--- config.mk ---
export PLATFORM = sky130hd
export DESIGN_NAME = decode_ctrl_queue
export DESIGN_NICKNAME = d
export VERILOG_FILES = /design/src/rtl/stars_ctrl_pkg.sv /design/src/rtl/rv32_ctrl_decode.sv /design/src/rtl/decode_ctrl_queue.sv
export SDC_FILE = /design/constraint.sdc
export NUM_CORES = 1
export LEC_CHECK = 0
export ABC_CLOCK_PERIOD_IN_PS = 3310
export CAP_MARGIN = 40
export CORE_MARGIN = 5
export CORE_UTILIZATION = 45
export DETAILED_ROUTE_END_ITERATION = 6
export PLACE_DENSITY_LB_ADDON = 0.2
export SYNTH_ARGS = -nofsm -noshare
export SYNTH_HDL_FRONTEND = slang
export SYNTH_SLANG_ARGS = --single-unit
--- constraint.sdc ---
create_clock -name clk -period 3.31 [get_ports clk]
set_clock_uncertainty 0.15 [all_clocks]
set_input_delay 0.8275 -clock clk [delete_from_list [all_inputs] [get_ports clk]]
set_output_delay 0.8275 -clock clk [all_outputs]
set_load 0.01 [all_outputs]
--- src/rtl/stars_ctrl_pkg.sv ---
// Shared types for the RV32I control decoder and its decode queue.
//   inst_type_t  : instruction class derived from the opcode
//   fop_t        : ALU function code carried in the control word (5 bits)
//   ctrl_word_t  : packed control word (ALU op, branch type, control bits, illegal flag)
//   OPC_* / BR_* : opcode and branch_type constants
package stars_ctrl_pkg;

  typedef enum logic [3:0] {
    IT_R, IT_I, IT_LOAD, IT_STORE, IT_BRANCH, IT_JAL, IT_JALR, IT_LUI, IT_AUIPC, IT_BAD
  } inst_type_t;

  typedef enum logic [4:0] {
    FOP_ADD  = 5'd0,  FOP_SUB  = 5'd1,  FOP_SLL  = 5'd2,  FOP_XOR  = 5'd3,
    FOP_SRL  = 5'd4,  FOP_SRA  = 5'd5,  FOP_OR   = 5'd6,  FOP_AND  = 5'd7,
    FOP_ADDI = 5'd8,  FOP_SLLI = 5'd9,  FOP_XORI = 5'd10, FOP_SRLI = 5'd11,
    FOP_SRAI = 5'd12, FOP_ORI  = 5'd13, FOP_ANDI = 5'd14, FOP_IMM  = 5'd15,
    FOP_SLT  = 5'd17, FOP_SLTU = 5'd18
  } fop_t;

  localparam logic [6:0] OPC_R      = 7'b0110011;
  localparam logic [6:0] OPC_I      = 7'b0010011;
  localparam logic [6:0] OPC_LOAD   = 7'b0000011;
  localparam logic [6:0] OPC_STORE  = 7'b0100011;
  localparam logic [6:0] OPC_BRANCH = 7'b1100011;
  localparam logic [6:0] OPC_JAL    = 7'b1101111;
  localparam logic [6:0] OPC_JALR   = 7'b1100111;
  localparam logic [6:0] OPC_LUI    = 7'b0110111;
  localparam logic [6:0] OPC_AUIPC  = 7'b0010111;

  localparam logic [2:0] BR_NONE = 3'd0;
  localparam logic [2:0] BR_BEQ  = 3'd1;
  localparam logic [2:0] BR_BNE  = 3'd2;
  localparam logic [2:0] BR_BLT  = 3'd3;
  localparam logic [2:0] BR_BGE  = 3'd4;
  localparam logic [2:0] BR_BLTU = 3'd5;
  localparam logic [2:0] BR_BGEU = 3'd6;
  localparam logic [2:0] BR_UNC  = 3'd7;

  typedef struct packed {
    fop_t       alu_op;
    logic [2:0] branch_type;
    logic       reg_write_en;
    logic       alu_mux_en;
    logic       store_byte;
    logic       load_byte;
    logic       mem_to_reg;
    logic       write_mem;
    logic       read_mem;
    logic       pc_absolute_jump_vec;
    logic       read_next_pc;
    logic       illegal;
  } ctrl_word_t;

  function automatic inst_type_t classify(input logic [6:0] opc);
    case (opc)
      OPC_R:      return IT_R;
      OPC_I:      return IT_I;
      OPC_LOAD:   return IT_LOAD;
      OPC_STORE:  return IT_STORE;
      OPC_BRANCH: return IT_BRANCH;
      OPC_JAL:    return IT_JAL;
      OPC_JALR:   return IT_JALR;
      OPC_LUI:    return IT_LUI;
      OPC_AUIPC:  return IT_AUIPC;
      default:    return IT_BAD;
    endcase
  endfunction

endpackage

--- src/rtl/rv32_ctrl_decode.sv ---
// Pure combinational RV32I instruction -> control word decoder.
//   instr_i : raw 32-bit instruction
//   ctrl_o  : decoded control word; illegal encodings give illegal=1, alu_op=FOP_ADD,
//             every other field 0
// HAS_SLT=0 treats the SLT/SLTU/SLTI/SLTIU encodings as illegal.
module rv32_ctrl_decode
  import stars_ctrl_pkg::*;
#(
  parameter bit HAS_SLT = 1'b1
) (
  input  logic [31:0] instr_i,
  output ctrl_word_t  ctrl_o
);

  logic [6:0] opc;
  logic [2:0] f3;
  logic [6:0] f7;
  logic       legal;
  ctrl_word_t cw;

  assign opc = instr_i[6:0];
  assign f3  = instr_i[14:12];
  assign f7  = instr_i[31:25];

  // Register and immediate fields do not affect control.
  logic unused_fields;
  assign unused_fields = ^{instr_i[24:15], instr_i[11:7]};

  always_comb begin
    cw    = '0;
    cw.alu_op = FOP_ADD;
    legal = 1'b1;
    case (classify(opc))
      IT_R: begin
        cw.reg_write_en = 1'b1;
        // Only SUB and SRA use funct7=0100000.
        legal = (f7 == 7'h00) || ((f7 == 7'h20) && ((f3 == 3'b000) || (f3 == 3'b101)));
        case (f3)
          3'b000: cw.alu_op = f7[5] ? FOP_SUB : FOP_ADD;
          3'b001: cw.alu_op = FOP_SLL;
          3'b010: begin cw.alu_op = FOP_SLT;  if (!HAS_SLT) legal = 1'b0; end
          3'b011: begin cw.alu_op = FOP_SLTU; if (!HAS_SLT) legal = 1'b0; end
          3'b100: cw.alu_op = FOP_XOR;
          3'b101: cw.alu_op = f7[5] ? FOP_SRA : FOP_SRL;
          3'b110: cw.alu_op = FOP_OR;
          default: cw.alu_op = FOP_AND;
        endcase
      end
      IT_I: begin
        cw.reg_write_en = 1'b1;
        cw.alu_mux_en   = 1'b1;
        case (f3)
          3'b000: cw.alu_op = FOP_ADDI;
          3'b001: begin cw.alu_op = FOP_SLLI; legal = (f7 == 7'h00); end
          3'b010: begin cw.alu_op = FOP_SLT;  if (!HAS_SLT) legal = 1'b0; end
          3'b011: begin cw.alu_op = FOP_SLTU; if (!HAS_SLT) legal = 1'b0; end
          3'b100: cw.alu_op = FOP_XORI;
          3'b101: begin
            cw.alu_op = f7[5] ? FOP_SRAI : FOP_SRLI;
            legal     = (f7 == 7'h00) || (f7 == 7'h20);
          end
          3'b110: cw.alu_op = FOP_ORI;
          default: cw.alu_op = FOP_ANDI;
        endcase
      end
      IT_LOAD: begin
        cw.read_mem     = 1'b1;
        cw.mem_to_reg   = 1'b1;
        cw.reg_write_en = 1'b1;
        cw.alu_mux_en   = 1'b1;
        cw.alu_op       = FOP_ADDI;
        cw.load_byte    = (f3 == 3'b000) || (f3 == 3'b100);
        legal           = (f3 == 3'b000) || (f3 == 3'b100) || (f3 == 3'b010);
      end
      IT_STORE: begin
        cw.write_mem  = 1'b1;
        cw.alu_mux_en = 1'b1;
        cw.alu_op     = FOP_ADDI;
        cw.store_byte = (f3 == 3'b000);
        legal         = (f3 == 3'b000) || (f3 == 3'b010);
      end
      IT_BRANCH: begin
        cw.alu_op = FOP_SUB;
        case (f3)
          3'b000:  cw.branch_type = BR_BEQ;
          3'b001:  cw.branch_type = BR_BNE;
          3'b100:  cw.branch_type = BR_BLT;
          3'b101:  cw.branch_type = BR_BGE;
          3'b110:  cw.branch_type = BR_BLTU;
          3'b111:  cw.branch_type = BR_BGEU;
          default: legal = 1'b0;
        endcase
      end
      IT_JAL: begin
        cw.branch_type  = BR_UNC;
        cw.read_next_pc = 1'b1;
        cw.reg_write_en = 1'b1;
      end
      IT_JALR: begin
        cw.branch_type          = BR_UNC;
        cw.read_next_pc         = 1'b1;
        cw.reg_write_en         = 1'b1;
        cw.pc_absolute_jump_vec = 1'b1;
        cw.alu_mux_en           = 1'b1;
        cw.alu_op               = FOP_ADDI;
        legal                   = (f3 == 3'b000);
      end
      IT_LUI: begin
        cw.alu_op       = FOP_IMM;
        cw.alu_mux_en   = 1'b1;
        cw.reg_write_en = 1'b1;
      end
      IT_AUIPC: begin
        cw.alu_op       = FOP_ADDI;
        cw.alu_mux_en   = 1'b1;
        cw.reg_write_en = 1'b1;
        cw.read_next_pc = 1'b1;
      end
      default: legal = 1'b0;
    endcase

    // Illegal words collapse to a NOP-like ADD with only the flag raised.
    if (!legal) begin
      cw         = '0;
      cw.alu_op  = FOP_ADD;
      cw.illegal = 1'b1;
    end
  end

  assign ctrl_o = cw;

endmodule

--- src/rtl/decode_ctrl_queue.sv ---
// Decodes RV32I instructions and buffers the control words in a DEPTH-entry FIFO
// between fetch and execute.
//   clk, nrst (sync, active low), flush
//   in_valid/in_ready/instruction       : fetch side
//   out_valid/out_ready + control bits  : head of the queue, all 0 when empty
//   illegal_count                       : saturating count of accepted illegal words
module decode_ctrl_queue
  import stars_ctrl_pkg::*;
#(
  parameter int DEPTH   = 2,
  parameter bit HAS_SLT = 1'b1,
  parameter int CNT_W   = 8
) (
  input  logic             clk,
  input  logic             nrst,
  input  logic             flush,
  input  logic             in_valid,
  output logic             in_ready,
  input  logic [31:0]      instruction,
  output logic             out_valid,
  input  logic             out_ready,
  output logic [4:0]       alu_op,
  output logic [2:0]       branch_type,
  output logic             reg_write_en,
  output logic             alu_mux_en,
  output logic             store_byte,
  output logic             load_byte,
  output logic             mem_to_reg,
  output logic             write_mem,
  output logic             read_mem,
  output logic             pc_absolute_jump_vec,
  output logic             read_next_pc,
  output logic             illegal,
  output logic [CNT_W-1:0] illegal_count
);

  localparam int PW = $clog2(DEPTH);
  localparam logic [PW:0] FULL = (PW+1)'(DEPTH);

  ctrl_word_t       dec_w;
  ctrl_word_t       mem_q [DEPTH];
  ctrl_word_t       head;
  logic [PW-1:0]    wr_ptr_q, wr_ptr_d, rd_ptr_q, rd_ptr_d;
  logic [PW:0]      count_q, count_d;
  logic [CNT_W-1:0] ill_cnt_q, ill_cnt_d;
  logic             push, pop;

  rv32_ctrl_decode #(.HAS_SLT(HAS_SLT)) u_dec (
    .instr_i (instruction),
    .ctrl_o  (dec_w)
  );

  // A full queue still accepts when the head drains in the same cycle.
  assign in_ready  = nrst & ((count_q < FULL) | out_ready);
  assign out_valid = (count_q != '0);
  assign push      = in_valid & in_ready & ~flush;
  assign pop       = out_valid & out_ready;

  always_comb begin
    wr_ptr_d  = wr_ptr_q;
    rd_ptr_d  = rd_ptr_q;
    count_d   = count_q;
    ill_cnt_d = ill_cnt_q;
    if (flush) begin
      wr_ptr_d = '0;
      rd_ptr_d = '0;
      count_d  = '0;
    end else begin
      if (push) wr_ptr_d = wr_ptr_q + 1'b1;
      if (pop)  rd_ptr_d = rd_ptr_q + 1'b1;
      count_d = count_q + {{PW{1'b0}}, push} - {{PW{1'b0}}, pop};
      if (push && dec_w.illegal && (ill_cnt_q != {CNT_W{1'b1}}))
        ill_cnt_d = ill_cnt_q + 1'b1;
    end
  end

  always_ff @(posedge clk) begin
    if (!nrst) begin
      wr_ptr_q  <= '0;
      rd_ptr_q  <= '0;
      count_q   <= '0;
      ill_cnt_q <= '0;
    end else begin
      wr_ptr_q  <= wr_ptr_d;
      rd_ptr_q  <= rd_ptr_d;
      count_q   <= count_d;
      ill_cnt_q <= ill_cnt_d;
    end
  end

  // Storage needs no reset: entries are only visible while counted.
  always_ff @(posedge clk) begin
    if (push) mem_q[wr_ptr_q] <= dec_w;
  end

  assign head = out_valid ? mem_q[rd_ptr_q] : '0;

  assign alu_op               = head.alu_op;
  assign branch_type          = head.branch_type;
  assign reg_write_en         = head.reg_write_en;
  assign alu_mux_en           = head.alu_mux_en;
  assign store_byte           = head.store_byte;
  assign load_byte            = head.load_byte;
  assign mem_to_reg           = head.mem_to_reg;
  assign write_mem            = head.write_mem;
  assign read_mem             = head.read_mem;
  assign pc_absolute_jump_vec = head.pc_absolute_jump_vec;
  assign read_next_pc         = head.read_next_pc;
  assign illegal              = head.illegal;
  assign illegal_count        = ill_cnt_q;

endmodule

After elaboration in Yosys (flattened, before gate mapping)
Memories as Yosys holds them, arrays and structs flattened. A register that Yosys moved wholly into a read port is not among the register bits.
Index checks and enable logic that the tools add are counted.
{ "word_totals": {"regBits": 12, "ram_bits": 36, "input_bits": 37, "out_inout_bits": 28, "mem_count": 1} }
{ "op_classes": {"add_sub_neg": 5, "magnitude_cmp": 1, "eq_ne": 26, "n_mux": 26, "n_bitwise": 7, "n_reduce_logical": 22} }
{ "memory_table": {"columns": ["memory", "depth", "width", "rd", "rd_clocked_by_memory_dff", "wr", "line", "source"], "rows": [
  ["mem_q", 2, 18, 1, 1, 1, "decode_ctrl_queue.sv:41", "ctrl_word_t mem_q [DEPTH];"]
]} }
{ "op_table": {"columns": ["operator", "count"], "rows": [
  ["$pmux W5 S7", 2],
  ["$mux W18", 2],
  ["$pmux W4 S9", 1],
  ["$eq A7 B6 Y1 const B", 4],
  ["$pmux W5 S5", 1],
  ["$eq A7 B7 Y1 const B", 3],
  ["$pmux W3 S6", 1],
  ["$eq A4 B3 Y1 const B", 4],
  ["$eq A7 B5 Y1 const B", 2],
  ["$mux W1", 14],
  ["$eq A3 B3 Y1 const B", 4],
  ["$reduce_or A6 Y1", 2],
  ["$add A8 B1 Y8 const B", 1],
  ["$eq A4 B2 Y1 const B", 2],
  ["$ne A8 B8 Y1 const B", 1],
  ["$eq A7 B2 Y1 const B", 1],
  ["$logic_not A7 Y1", 1],
  ["$pmux W1 S7", 1],
  ["$reduce_or A7 Y1", 1],
  ["$eq A3 B2 Y1 const B", 2],
  ["$logic_or A1 B1 Y1", 6],
  ["$pmux W3 S2", 1],
  ["$reduce_or A3 Y1", 2],
  ["$and A1 B1 Y1", 4],
  ["other kinds (19)", 24]
]} }

Longest topological paths before layout
{ "logic_depth": {"ltp_word": 9, "mapped_depth": 9} }

By module
A second synthesis with hierarchy kept.
{ "unflattened": {"hier_cells": 247, "hier_area_um2": 2582.5} }
{ "by_module_without_submodules": {"columns": ["mod", "instances", "cells_per_inst", "area_per_inst_um2"], "rows": [
  ["decode_ctrl_queue", 1, 150, 2001.9],
  ["rv32_ctrl_decode", 1, 97, 580.6]
]} }

Least setup slack after synthesis
OpenSTA, ideal clock, no wires.
{ "synth_path": {"path_kind": "input -> register", "from": "in instruction[13]", "to": "mem mem_q[0][16] in the netlist's numbering, data pin", "setup_ps": 137, "t_arrival_ps": 2494, "setup_slack_ps": 528, "cell_stages": 9, "path_buffers": 2, "path_cell_list": "buf_4 -> or4b_2 -> nand4_1 -> o2111ai_1 -> nand3_2 -> inv_1 -> buf_4 -> nor3_4 -> o311a_1"} }
{ "synth_rtl": {"columns": ["element", "line", "source"], "rows": [
  ["start, declared", "decode_ctrl_queue.sv:19", "input logic [31:0] instruction,"],
  ["end, declared", "decode_ctrl_queue.sv:41", null]
]} }

Final worst setup path
{ "layout_path": {"from": "in nrst", "to": "out in_ready"} }
{ "layout_via": {"elab_chain_len": 1} }
{ "layout_rtl": {"columns": ["element", "line", "source"], "rows": [
  ["start, declared", "decode_ctrl_queue.sv:15", "input logic nrst,"],
  ["$and A1 B1 Y1", "decode_ctrl_queue.sv:54", "assign in_ready = nrst & ((count_q < FULL) | out_ready);"],
  ["end, declared", "decode_ctrl_queue.sv:18", "output logic in_ready,"]
]} }
No other way between the ends.

==> impl_metrics.py <==
metrics = {
    "outcome": {
        "outcome": "complete, no violations",
    },
    "critical_path": {
        "crit_type": "in -> out",
        "cp_common_cell": "clkdlybuf4s50_1",
        "cp-start-kind": "input pin",
        "path_max_fanout": 7,
        "crit_arrival_ns": 2.11,
        "slowest_delay_ns": 0.59,
        "cp.required_ns": 2.33,
        "cp.buffers_inverters": 2,
        "endpoint_kind": "output pin",
        "slowest_stage": "clkdlybuf4s50_1",
        "worstPathCellList": "clkdlybuf4s50_1, and2_1, clkdlybuf4s50_1",
        "critPathTopFamily": "buffers and inverters",
    },
    "global_route": {
        "track_usage_pct": 15.8,
        "antenna_found_initial": 0,
        "grt_pass1_wl_microns": 9450,
        "grt_max_degree": 20,
        "overflow": 0,
        "grt_pass1_vias": 2051,
    },
    "yosys": {
        "synth_seq_cells": 47,
        "synth_top_area_cell": "edfxtp_1",
        "async_reset_ff_share_pct": 0,
        "ys_warn_count": 0,
        "ys_top_cells_by_area": "edfxtp_1 (39%), dfxtp_1 (10%), mux2i_1 (6.9%)",
        "syn_area_sq_um": 2610,
        "synth.top_cell.area_share_pct": 39.2,
        "ys_types": 54,
        "ys.flop_type": "edfxtp_1",
        "synth.avg_cell_area_sq_um": 10.1,
        "netlist_instances": 257,
        "yosysSeqAreaShare_pct": 49.1,
        "synth_edf_count": 34,
        "syn_nets": 297,
    },
    "clock_network": {
        "cts-resized-gates": 0,
        "clockBufferDepth": 2,
        "root_buffer": "clkbuf_8",
        "clk_pin_slew_ns": 0.08,
        "tritoncts": "yes",
        "cts_hold_buf": 0,
        "insertion_delay_ns": 0.30,
        "post_cts_buffers": 0,
        "cts_buffers": 5,
        "cts_sinks": 47,
        "htreeDepth": 2,
    },
    "timing": {
        "hold_viol": 0,
        "fmax_mhz": 324,
        "rsz0062_at_grt": "no",
        "tightest_slew_ns": 0.516,
        "finalSetupTns_ns": 0,
        "final-max-slew-violation-count": 0,
        "slew_headroom_pct": 64.7,
        "period_needed_ns": 3.09,
        "period_share_pct": 93.3,
        "setup_viol": 0,
    },
    "power_and_ir_drop": {
        "peakVddDrop_uv": 151,
        "p_leak_nw": 1.21,
        "powerDensity_nw_per_um2": 338,
        "total_power_mw": 1.14,
    },
    "routing": {
        "detail-route-antenna-nets": 0,
        "dr.pass1.iters": 4,
        "drc_errors": 0,
        "wl_microns": 5600,
        "viasPerCell": 5.38,
        "vias": 2129,
        "detail_route.wl_per_cell_microns": 14.1,
        "drtIter0Drc": 87,
    },
    "floorplanning": {
        "ios": 65,
        "dieArea_sq_um": 7420,
        "coreArea_sq_um": 5570,
        "die_x_microns": 86.1,
        "die_y_microns": 86.1,
        "rows": 27,
        "initial_core_util_pct": 46.8,
    },
    "placement": {
        "place.gp.congestion": 0.857,
        "dp_hpwl_microns": 4200,
        "io_buffer_count": 49,
    },
    "final_layout": {
        "final_cell_mix": "clkdlybuf4s50_1 (49), nor2_1 (43), edfxtp_1 (34), buf_4 (26), mux2i_1 (18)",
        "drive_gt1_share_pct": 13.0,
        "diodes": 0,
        "layout_commonest_cell": "clkdlybuf4s50_1",
        "nNetsFinal": 363,
        "syn_to_final_growth_pct": 30.0,
    },
    "hold_path": {
        "min_path_type": "reg -> reg",
    },
    "job": {
        "maxCapViolCount": 0,
    },
}
-- cells in the mapped netlist (2+ instances only) --
cell type / count
nor2_1: 43
edfxtp_1: 34
mux2i_1: 18
a21oi_1: 14
dfxtp_1: 13
nand2_1: 11
inv_1: 10
clkbuf_1: 9
nor3_1: 7
nand2b_1: 6
o21ai_0: 6
nand3_1: 5
or4_1: 5
and2_1: 4
buf_4: 4
nor2b_1: 4
o31ai_1: 4
xnor2_1: 4
a31oi_1: 3
and3_1: 3
ha_1: 3
nand3b_1: 3
nand4_1: 3
nor4_1: 3
a2111oi_0: 2
a32oi_1: 2
and3b_1: 2
and4_1: 2
buf_6: 2
nor3b_1: 2
o22ai_1: 2
or4b_2: 2
-- worst paths after layout --
path | endpoint | depth (start not counted) | slack [ns] | startpoint
worst max-delay path | in_ready | 3 | 0.22 | nrst
worst min register to register | illegal_count[7] | 2 | 0.35 | illegal_count[7]
worst min-delay path | illegal_count[7] | 2 | 0.35 | illegal_count[7]
worst max register to register | count_q[1] | 9 | 1.41 | count_q[1]
-- logic make-up after synthesis --
logic type / Yosys count / share of synthesized area, %
AND/OR/NAND/NOR: 113 / 23.7
XOR/XNOR: 5 / 1.68
multiplexers: 19 / 7.34
AO/OA/AOI/OAI: 43 / 11.4
flip-flops: 47 / 49.1
adder cells (fa/ha/maj): 4 / 1.82
buffers and inverters: 26 / 4.94
-- flip-flops by register name, indices dropped and copies added, names as in the netlist, named ones only --
name	flops
rd_ptr_q	1
count_q	2
mem_q	34
wr_ptr_q	1
illegal_count	8
-- where the power goes --
group,internal [mW],switching [mW]
sequential,0.630,0.00308
clock,0.170,0.189
combinational,0.0752,0.0770
-- area by class of cell --
| class | instances | area [sq um] |
|---|---|---|
| flip-flops and latches | 47 | 1280 |
| well taps | 72 | 90.1 |
| clock buffers | 6 | 82.6 |
| multi-input cells | 184 | 1200 |
| inverters | 10 | 37.5 |
| repair buffers | 75 | 686 |
| clock inverters | 2 | 16.3 |
| fillers | 489 | 2180 |
-- layer usage --
layer,up-vias,GRT usage (%),part of all wire (%)
met5,-,0,0
met4,0,4.60,0.86
met3,5,2.79,5.2
met2,56,26.7,48
met1,988,20.7,46
li1,1080,-,-
-- per-stage QoR --
stage	setup slack (ns)	cells	area, sq um	hold WS, ns	util (%)
CTS	0.218	396	3390	0.359	60.8
floorplan	0.528	257	2610	0.331	-
global route	0.159	396	3390	0.405	60.8
finish	0.223	396	3390	0.354	60.8
global placement	0.0169	388	3290	0.338	59.1
detailed placement	-0.0151	388	3290	0.348	59.1
-- worst reg2reg max path, cell delays in order, from the launching register on --
cell	delay, ns
dfxtp_1	0.38
nor2_1	0.06
buf_4	0.20
nor2b_1	0.20
ha_1	0.26
inv_1	0.05
ha_1	0.14
xor2_1	0.17
xnor2_1	0.13
nor2_1	0.05
Power figures use the tool's default switching activity.
